### src/rtl/usb_link_sequencer.sv
// USB link-layer transaction sequencer: tracks token/data/handshake phases in master or
// slave mode, inserts bus turnaround, enforces response timeout and bounded retries.
module usb_link_sequencer #(
  parameter int unsigned TW        = 16,
  parameter int unsigned DW        = 6,
  parameter int unsigned MAX_RETRY = 3,
  parameter int unsigned RW        = 2
) (
  input  logic          clk,
  input  logic          rst_n,
  input  logic          ms,
  input  logic          rx_pid_en,
  input  logic [3:0]    rx_pid,
  input  logic          rx_sop_en,
  input  logic          rx_lt_eop_en,
  input  logic          tx_con_pid_en,
  input  logic [3:0]    tx_con_pid,
  input  logic          tx_lp_eop_en,
  input  logic [TW-1:0] time_threshold,
  input  logic [DW-1:0] delay_threshold,
  output logic          rx_data_on,
  output logic          rx_handshake_on,
  output logic          tx_data_on,
  output logic          d_oe,
  output logic          time_out,
  output logic          retry_req,
  output logic          xfer_done,
  output logic          xfer_err,
  output logic [1:0]    err_code,
  output logic [RW-1:0] retry_cnt
);

  localparam logic [3:0] PID_OUT   = 4'b0001;
  localparam logic [3:0] PID_IN    = 4'b1001;
  localparam logic [3:0] PID_SETUP = 4'b1101;
  localparam logic [3:0] PID_ACK   = 4'b0010;
  localparam logic [3:0] PID_NAK   = 4'b1010;
  localparam logic [3:0] PID_STALL = 4'b1110;

  typedef enum logic [2:0] {
    S_IDLE, S_TOKEN, S_TURN, S_TX_DATA, S_WAIT_DATA, S_WAIT_HS, S_TX_HS
  } state_t;

  state_t        state_q, state_nxt, turn_next_q, turn_next_nxt;
  logic          ms_q, ms_nxt, tok_in_q, tok_in_nxt;
  logic [TW-1:0] timer_q, timer_nxt;
  logic          sop_seen_q, sop_seen_nxt;
  logic [DW-1:0] dly_q, dly_nxt;
  logic          d_oe_q, d_oe_nxt;
  logic          time_out_nxt, retry_req_nxt, xfer_done_nxt, xfer_err_nxt;
  logic [1:0]    err_code_nxt;
  logic [RW-1:0] retry_cnt_nxt;
  logic          in_wait, timeout_c;

  function automatic logic is_token(input logic [3:0] pid);
    return (pid == PID_OUT) || (pid == PID_IN) || (pid == PID_SETUP);
  endfunction

  // Bus direction follows ms live while idle, otherwise the registered value
  assign d_oe = (state_q == S_IDLE) ? ms : d_oe_q;

  assign in_wait   = (state_q == S_WAIT_DATA) || (state_q == S_WAIT_HS);
  assign timeout_c = in_wait && (timer_q == time_threshold) && !rx_pid_en && !rx_sop_en
                     && !sop_seen_q;

  // Next-state and status decode
  always_comb begin
    state_nxt     = state_q;
    turn_next_nxt = turn_next_q;
    ms_nxt        = ms_q;
    tok_in_nxt    = tok_in_q;
    time_out_nxt  = 1'b0;
    retry_req_nxt = 1'b0;
    xfer_done_nxt = 1'b0;
    xfer_err_nxt  = 1'b0;
    err_code_nxt  = err_code;
    retry_cnt_nxt = retry_cnt;

    case (state_q)
      S_IDLE: begin
        if (ms && tx_con_pid_en && is_token(tx_con_pid)) begin
          state_nxt  = S_TOKEN;
          ms_nxt     = 1'b1;
          tok_in_nxt = (tx_con_pid == PID_IN);
        end else if (!ms && rx_pid_en && is_token(rx_pid)) begin
          ms_nxt = 1'b0;
          if (rx_pid == PID_IN) begin
            state_nxt     = S_TURN;
            turn_next_nxt = S_TX_DATA;
          end else begin
            state_nxt = S_WAIT_DATA;
          end
        end
      end
      S_TOKEN: begin
        if (tx_lp_eop_en) begin
          if (tok_in_q) begin
            state_nxt     = S_TURN;
            turn_next_nxt = S_WAIT_DATA;
          end else begin
            state_nxt = S_TX_DATA;
          end
        end
      end
      S_TURN: begin
        if (dly_q == delay_threshold) state_nxt = turn_next_q;
      end
      S_TX_DATA: begin
        if (tx_lp_eop_en) begin
          state_nxt     = S_TURN;
          turn_next_nxt = S_WAIT_HS;
        end
      end
      S_WAIT_DATA: begin
        if (rx_lt_eop_en) begin
          state_nxt     = S_TURN;
          turn_next_nxt = S_TX_HS;
        end
      end
      S_WAIT_HS: begin
        if (rx_pid_en) begin
          if (rx_pid == PID_ACK) begin
            state_nxt     = S_IDLE;
            xfer_done_nxt = 1'b1;
          end else if (rx_pid == PID_NAK && ms_q) begin
            state_nxt     = S_IDLE;
            retry_req_nxt = 1'b1;
          end else if (rx_pid == PID_NAK || rx_pid == PID_STALL) begin
            state_nxt    = S_IDLE;
            xfer_err_nxt = 1'b1;
            err_code_nxt = 2'd2;
          end
        end
      end
      S_TX_HS: begin
        if (tx_lp_eop_en) begin
          state_nxt     = S_IDLE;
          xfer_done_nxt = 1'b1;
        end
      end
      default: state_nxt = S_IDLE;
    endcase

    // Timeout only when no received event claimed this cycle
    if (timeout_c && state_nxt == state_q) begin
      state_nxt    = S_IDLE;
      time_out_nxt = 1'b1;
      if (!ms_q) begin
        xfer_err_nxt = 1'b1;
        err_code_nxt = 2'd1;
      end else if (retry_cnt < RW'(MAX_RETRY)) begin
        retry_req_nxt = 1'b1;
        retry_cnt_nxt = retry_cnt + RW'(1);
      end else begin
        xfer_err_nxt  = 1'b1;
        err_code_nxt  = 2'd3;
        retry_cnt_nxt = '0;
      end
    end

    if (xfer_done_nxt) begin
      err_code_nxt  = 2'd0;
      retry_cnt_nxt = '0;
    end
  end

  // Timer, turnaround counter and direction next values
  always_comb begin
    timer_nxt    = timer_q;
    sop_seen_nxt = 1'b0;
    dly_nxt      = dly_q;
    d_oe_nxt     = 1'b0;

    if ((state_nxt == S_WAIT_DATA || state_nxt == S_WAIT_HS) && state_nxt != state_q) begin
      timer_nxt = '0;
    end else if (in_wait) begin
      sop_seen_nxt = sop_seen_q || (state_q == S_WAIT_DATA && rx_sop_en);
      timer_nxt    = sop_seen_nxt ? '0 : timer_q + TW'(1);
    end

    if (state_nxt == S_TURN && state_q != S_TURN) dly_nxt = '0;
    else if (state_q == S_TURN)                   dly_nxt = dly_q + DW'(1);

    case (state_nxt)
      S_TOKEN, S_TX_DATA, S_TX_HS: d_oe_nxt = 1'b1;
      S_TURN:                      d_oe_nxt = d_oe;
      default:                     d_oe_nxt = 1'b0;
    endcase
  end

  always_ff @(posedge clk or negedge rst_n) begin
    if (!rst_n) begin
      state_q         <= S_IDLE;
      turn_next_q     <= S_IDLE;
      ms_q            <= 1'b0;
      tok_in_q        <= 1'b0;
      timer_q         <= '0;
      sop_seen_q      <= 1'b0;
      dly_q           <= '0;
      d_oe_q          <= 1'b0;
      rx_data_on      <= 1'b0;
      rx_handshake_on <= 1'b0;
      tx_data_on      <= 1'b0;
      time_out        <= 1'b0;
      retry_req       <= 1'b0;
      xfer_done       <= 1'b0;
      xfer_err        <= 1'b0;
      err_code        <= 2'd0;
      retry_cnt       <= '0;
    end else begin
      state_q         <= state_nxt;
      turn_next_q     <= turn_next_nxt;
      ms_q            <= ms_nxt;
      tok_in_q        <= tok_in_nxt;
      timer_q         <= timer_nxt;
      sop_seen_q      <= sop_seen_nxt;
      dly_q           <= dly_nxt;
      d_oe_q          <= d_oe_nxt;
      rx_data_on      <= (state_nxt == S_WAIT_DATA);
      rx_handshake_on <= (state_nxt == S_WAIT_HS);
      tx_data_on      <= (state_nxt == S_TX_DATA);
      time_out        <= time_out_nxt;
      retry_req       <= retry_req_nxt;
      xfer_done       <= xfer_done_nxt;
      xfer_err        <= xfer_err_nxt;
      err_code        <= err_code_nxt;
      retry_cnt       <= retry_cnt_nxt;
    end
  end

endmodule

### config.mk
export PLATFORM = sky130hd
export DESIGN_NAME = usb_link_sequencer
export DESIGN_NICKNAME = d
export VERILOG_FILES = /design/src/rtl/usb_link_sequencer.sv
export SDC_FILE = /design/constraint.sdc
export NUM_CORES = 1
export LEC_CHECK = 0
export CORE_UTILIZATION = 41
export CTS_CLUSTER_SIZE = 25
export DETAILED_ROUTE_END_ITERATION = 10
export PLACE_DENSITY = 0.77
export SYNTH_ARGS = -nofsm -noshare
export SYNTH_HDL_FRONTEND = slang
export SYNTH_SLANG_ARGS = --single-unit
### constraint.sdc
create_clock -name clk -period 3.15 [get_ports clk]
set_input_delay 0.63 -clock clk [delete_from_list [all_inputs] [get_ports clk]]
set_output_delay 0.63 -clock clk [all_outputs]
set_load 0.02 [all_outputs]
Word level (Yosys, flattened, before mapping)
Cells that the tools add are included.
- flip-flop bits (word level): 43
- bits in latches: 0
- bits in writable memories: 0
- memory bits (read-only): 0
- input bits: 38
- output and inout bits: 12
- logic and storage cells: 158
- memories: 0
- $add $sub $neg: 3
- $mul: 0
- divide/modulo/power cells: 0
- $lt $le $gt $ge: 1
- equality and inequality tests: 33
- shift-type cells: 0
- muxes and demuxes: 67
- bitwise gates (word level): 0
- reduce and logical (&&, ||, !) cells: 37
- operator list (cell ; count):
    2-to-1 mux 3 bit ; 20
    2-to-1 mux 16 bit ; 3
    2-to-1 mux 2 bit ; 13
    2-to-1 mux 1 bit ; 25
    equality test 4 bit (second input constant) ; 6
    one-hot mux 3 bit (7 select lines) ; 1
    equality test 3 bit (second input constant) ; 6
    adder 16 x 1 -> 16 bit (second input constant) ; 1
    equality test 16 bit ; 1
    logical AND 1 bit ; 13
    equality test 3 x 2 -> 1 bit (second input constant) ; 4
    2-to-1 mux 6 bit ; 2
    one-hot mux 3 bit (4 select lines) ; 1
    inequality test 2 bit (second input constant) ; 5
    nonzero test 2 bit ; 5
    equality test 4 x 1 -> 1 bit (second input constant) ; 2
    logical OR 1 bit ; 8
    AND reduction 8 bit ; 1
    adder 6 x 1 -> 6 bit (second input constant) ; 1
    equality test 3 x 1 -> 1 bit (second input constant) ; 2
    equality test 6 bit ; 1
    AND reduction 2 bit ; 3
    equality test 4 x 2 -> 1 bit (second input constant) ; 1
    zero test 1 bit ; 4
    other kinds (10) ; 12

Depth between registers and ports, before layout
- word-level depth: 14
- gate-level depth with buffers: 9
- mapped depth without buffers: 8

Worst setup path before layout
OpenSTA, ideal clock, no wires.
- kind: input -> register
- start point: input port time_threshold[11]
- end point: register dly_q[5]
- library setup time: 0.124 ns
- data arrival time: 2.387 ns
- required time: 3.026 ns
- setup slack: 0.639 ns
- stages on the path: 7
- path buffers: 0
- cells stage by stage: xor2_1 -> nor4_1 -> nand3_1 -> or4_4 -> a211oi_4 -> nor2_2 -> a211o_1
- cells in the longest elaborated chain, start to end: 10
- elaborated cells on any way between the ends: 11
- those cells by class: eq/ne (2); mux (2); reduce/logical (7)
- RTL lines (what ; line ; RTL):
    start: declaration ; 19 ; input logic [TW-1:0] time_threshold,
    equality test 16 bit * ; 63 ; assign timeout_c = in_wait && (timer_q == time_threshold) && !rx_pid_en && !rx_sop_en
    logical AND 1 bit * (3 in a row) ; 63 ;
    logical AND 1 bit * ; 64 ; && !sop_seen_q;
    logical AND 1 bit * ; 145 ; if (timeout_c && state_nxt == state_q) begin
    2-to-1 mux 3 bit * ; 145 ;
    equality test 3 x 2 -> 1 bit * ; 181 ; if (state_nxt == S_TURN && state_q != S_TURN) dly_nxt = '0;
    logical AND 1 bit * ; 181 ;
    2-to-1 mux 6 bit / nonzero test 2 bit (equally long branches) ; -- ;
    end signal: assignment ; 217 ; dly_q <= dly_nxt;
    end: declaration ; 48 ; logic [DW-1:0] dly_q, dly_nxt;
Every way passes the cells marked *; elsewhere a longest branch is shown, timed or not.
A chain may end at the register's enable or synchronous reset.

Worst setup path in the final report
- start point: register state_q[1]
- end point: output port d_oe
- cells in the longest elaborated chain, start to end: 2
- RTL lines (what ; line ; RTL):
    start: declaration ; 44 ; state_t state_q, state_nxt, turn_next_q, turn_next_nxt;
    start signal: assignment ; 211 ; state_q <= state_nxt;
    zero test 3 bit ; 60 ; assign d_oe = (state_q == S_IDLE) ? ms : d_oe_q;
    2-to-1 mux 1 bit ; 60 ;
    end: declaration ; 24 ; output logic d_oe,
No other way between the ends.

==> summary.txt <==
Run status
  – Status: complete, no violations

Power and ir drop
  – Clock power share: 16.4%
  – Sw Share: between 30% and 40%
  – Logic gate share of total power: 39.3%
  – Power Dens Cells: 699 nW/um^2
  – Cell internal pwr: 1.31 mW
  – Switching pwr: 0.867 mW
  – P_leak: 1.33 nW
  – Seq pwr share: 44.3%
  – Peak VDD IR: 439 uV

Setup path
  – Crit path required time: 2.52 ns
  – RR Endpoint: turn_next_q[1]
  – R2r worst-path depth: 8
  – CP max stage cell: dfrtp_1
  – CP Depth: 3
  – Crit Path Max Fanout: 17
  – Crit path launch type: flip-flop
  – WS Path Type: flip-flop to output pin
  – Worst Path Arrival: 2.35 ns
  – Max incr delay on CP: 0.57 ns
  – Reg2reg setup slack: 0.55 ns
  – R2r startpoint: state_q[1]
  – CP cell instances: nor3_1, mux2_2, clkdlybuf4s50_1
  – WP buf/inv: 1
  – Worst setup EP type: output pin
  – Delay-heaviest family, CP: flip-flops

Placement
  – GPL Wtd Cong: 0.798
  – Area after DPL: 3030 um^2
  – Detailed Place HPWL: 4.20 mm
  – Count of input and output buffers: 49

Routing
  – WL per Instance: 14.3 um
  – Routed Antenna Nets: 0
  – Number of DRC violations after detailed-routing iteration 0: about 110
  – Post-Route WL: 5.53 mm
  – Vias: 2079
  – First drt pass iteration count: 4
  – DRC Markers: 0
  – Drt via density: roughly 5.4

Timing
  – Worst rel slew slack: 34.1%
  – Max Fclk: 336 MHz
  – Final Hold Fails: 0
  – Max Slew Vio Count: 0
  – Final worst-path cycle share: 94.5%
  – Hold slack final: 0.491 ns
  – Fin crit period: about 3 ns
  – Unrepaired setup endpoints after global routing: false
  – Fin Clk Skew: between 0.01 and 0.015 ns
  – Setup violators final: 0
  – Least-Margin Pin Slew: between 0.9 and 1 ns

Clock network
  – Clock root buffer: clkbuf_8
  – CTS tree: done
  – H-tree levels: 2
  – TritonCTS buffer count: 5
  – Post-CTS setup buffers: 0
  – Max Root-Sink Buffers: 2
  – Hold bufs inserted after CTS: 0
  – Clock transition at the registers of the reported paths: 0.09 ns
  – Clock sinks: 43
  – Post-cts resize count: 0
  – Clk_lat worst skew: ~0.29 ns

Synthesis
  – Distinct cells, synth: 50
  – Register bit count reported by yosys: 43
  – Synth Net Count: 300
  – Largest area contributor in the netlist: dfrtp_1
  – Post-synth EDFFs: 0
  – Share of the synthesized area in the top cell type: 44.3%
  – FFs w/ async S/R, synth: between 90% and 100%
  – Synth warn: 0
  – Ys flop type: dfrtp_1
  – Gate Count Post-Synth: 259
  – Avg Cell Area, Syn: 9.38 um^2
  – Top cells by area, synth: dfrtp_1 44%, xor2_1 6.8%, xnor2_1 5.8%
  – Cell area after synthesis: 2430 um^2
  – Post-synthesis sequential area ratio: about 44%

Min path
  – Tightest Hold Check Type: input port to asynchronous set/reset pin

Final layout
  – Layout cells sized above 1: about 7.6%
  – Antenna cells: 0
  – Final nets: 356
  – Register area: 1080 um^2
  – Fillers: 537
  – Layout area overhead: 28.1%
  – Multi-input logic area: 1300 um^2
  – Fin area: 3110 um^2

Floorplan
  – Die width: 79.0 um
  – Initial Utilization: 43.3%
  – CORE AREA: about 5600 um^2
  – Full die area: 6240 um^2
  – Ports: 50
  – Core Rows: 27
  – Die Y: a little under 80 um

Global routing
  – Grt total ovfl: 0
  – Initial antenna violation count: 0
  – Largest net degree at the start of global routing: 44
  – Number of global-route vias before repair: 2035
  – First-pass GRT wire length: 9.30 mm
  – GRT Resource Usage Total: 18.8%

Run
  – MaxCap Viol Count: 0
-- cell families after synthesis --
group / synth area share, %
multiplexers: 0.927
buffers and inverters: 2.11
adder cells (fa/ha/maj): 1.54
AO/OA/AOI/OAI: 12.0
AND/OR/NAND/NOR: 26.5
XOR/XNOR: 12.6
flip-flops: 44.3
-- layout make-up --
class	instances	share of cell area, %
Clock buffer	6	2.65
Inverter	7	0.844
Clock inverter	1	0.161
Multi-Input combinational cell	203	41.8
Tap cell	72	2.89
Timing Repair Buffer	55	17.0
Sequential cell	43	34.6
-- placed cells by master (no fill, tap or decap), types with 7 or more instances in the layout --
cell	count
a21oi_1	8
clkdlybuf4s50_1	48
dfrtp_1	43
nand2_1	27
nand3_1	9
nand4_1	7
nor2_1	27
nor2b_1	7
o21ai_0	10
xnor2_1	16
xor2_1	19
-- through the flow --
step           total power, mW  setup slack, ns  utilization (%)  setup TNS, ns  cells
2_1_floorplan             1.53            0.639                -              0    259
3_3_place_gp              1.78           0.0591             53.9              0    380
3_5_place_dp              1.83          -0.0347             53.9         -0.100    380
4_1_cts                   2.18            0.175             55.5              0    387
5_1_grt                   2.33           0.0909             55.5              0    387
6_report                  2.18            0.174             55.5              0    387
-- flip-flops by register name, indices dropped and copies added (netlist names) --
register / cells
d_oe_q: 1
dly_q: 6
err_code: 2
ms_q: 1
retry_cnt: 2
retry_req: 1
rx_data_on: 1
rx_handshake_on: 1
sop_seen_q: 1
state_q: 3
time_out: 1
timer_q: 16
tok_in_q: 1
turn_next_q: 3
tx_data_on: 1
xfer_done: 1
xfer_err: 1
-- metal layers --
metal  share of wire, %  GRT usage, %  vias to the layer above
li1                   -             -                     1017
met4               0.71          4.00                        0
met3                4.4          3.79                        6
met5                  0             0                        -
met1                 45          24.1                     1008
met2                 50          32.8                       48
-- cells in the mapped netlist, types with 2 or more instances --
library cell   n
nand2b_1       4
nand3b_1       3
and3_1         5
dfrtp_1       43
a21o_1         3
xnor2_1       16
inv_1          6
a21oi_1        8
o31ai_1        2
nor3_1         6
nand3_1        9
or3_1          5
a211o_1        2
o21bai_1       2
or2_2          2
xor2_1        19
nor2_1        27
mux2_2         2
nor4_1         5
o211ai_1       3
nand4_1        7
nor2b_1        7
a31oi_1        3
nand2_1       27
clkbuf_1       4
ha_1           3
o21ai_0       10
nor3b_1        4
-- worst max path at each step --
stage,start,endpoint
detailed placement,time_threshold[11],turn_next_q[1]
floorplan,time_threshold[11],dly_q[5]
global placement,time_threshold[11],dly_q[3]
global route,state_q[1],d_oe
finish,state_q[1],d_oe
CTS,state_q[1],d_oe
-- power groups by stage --
stage	registers [mW]	clock network, mW	logic [mW]
global route	0.993	0.387	0.955
finish	0.963	0.357	0.856
floorplan	0.905	0	0.623
CTS	0.959	0.362	0.861
detailed placement	0.971	0	0.855
global placement	0.960	0	0.824
(Power assumes the default switching activity.)
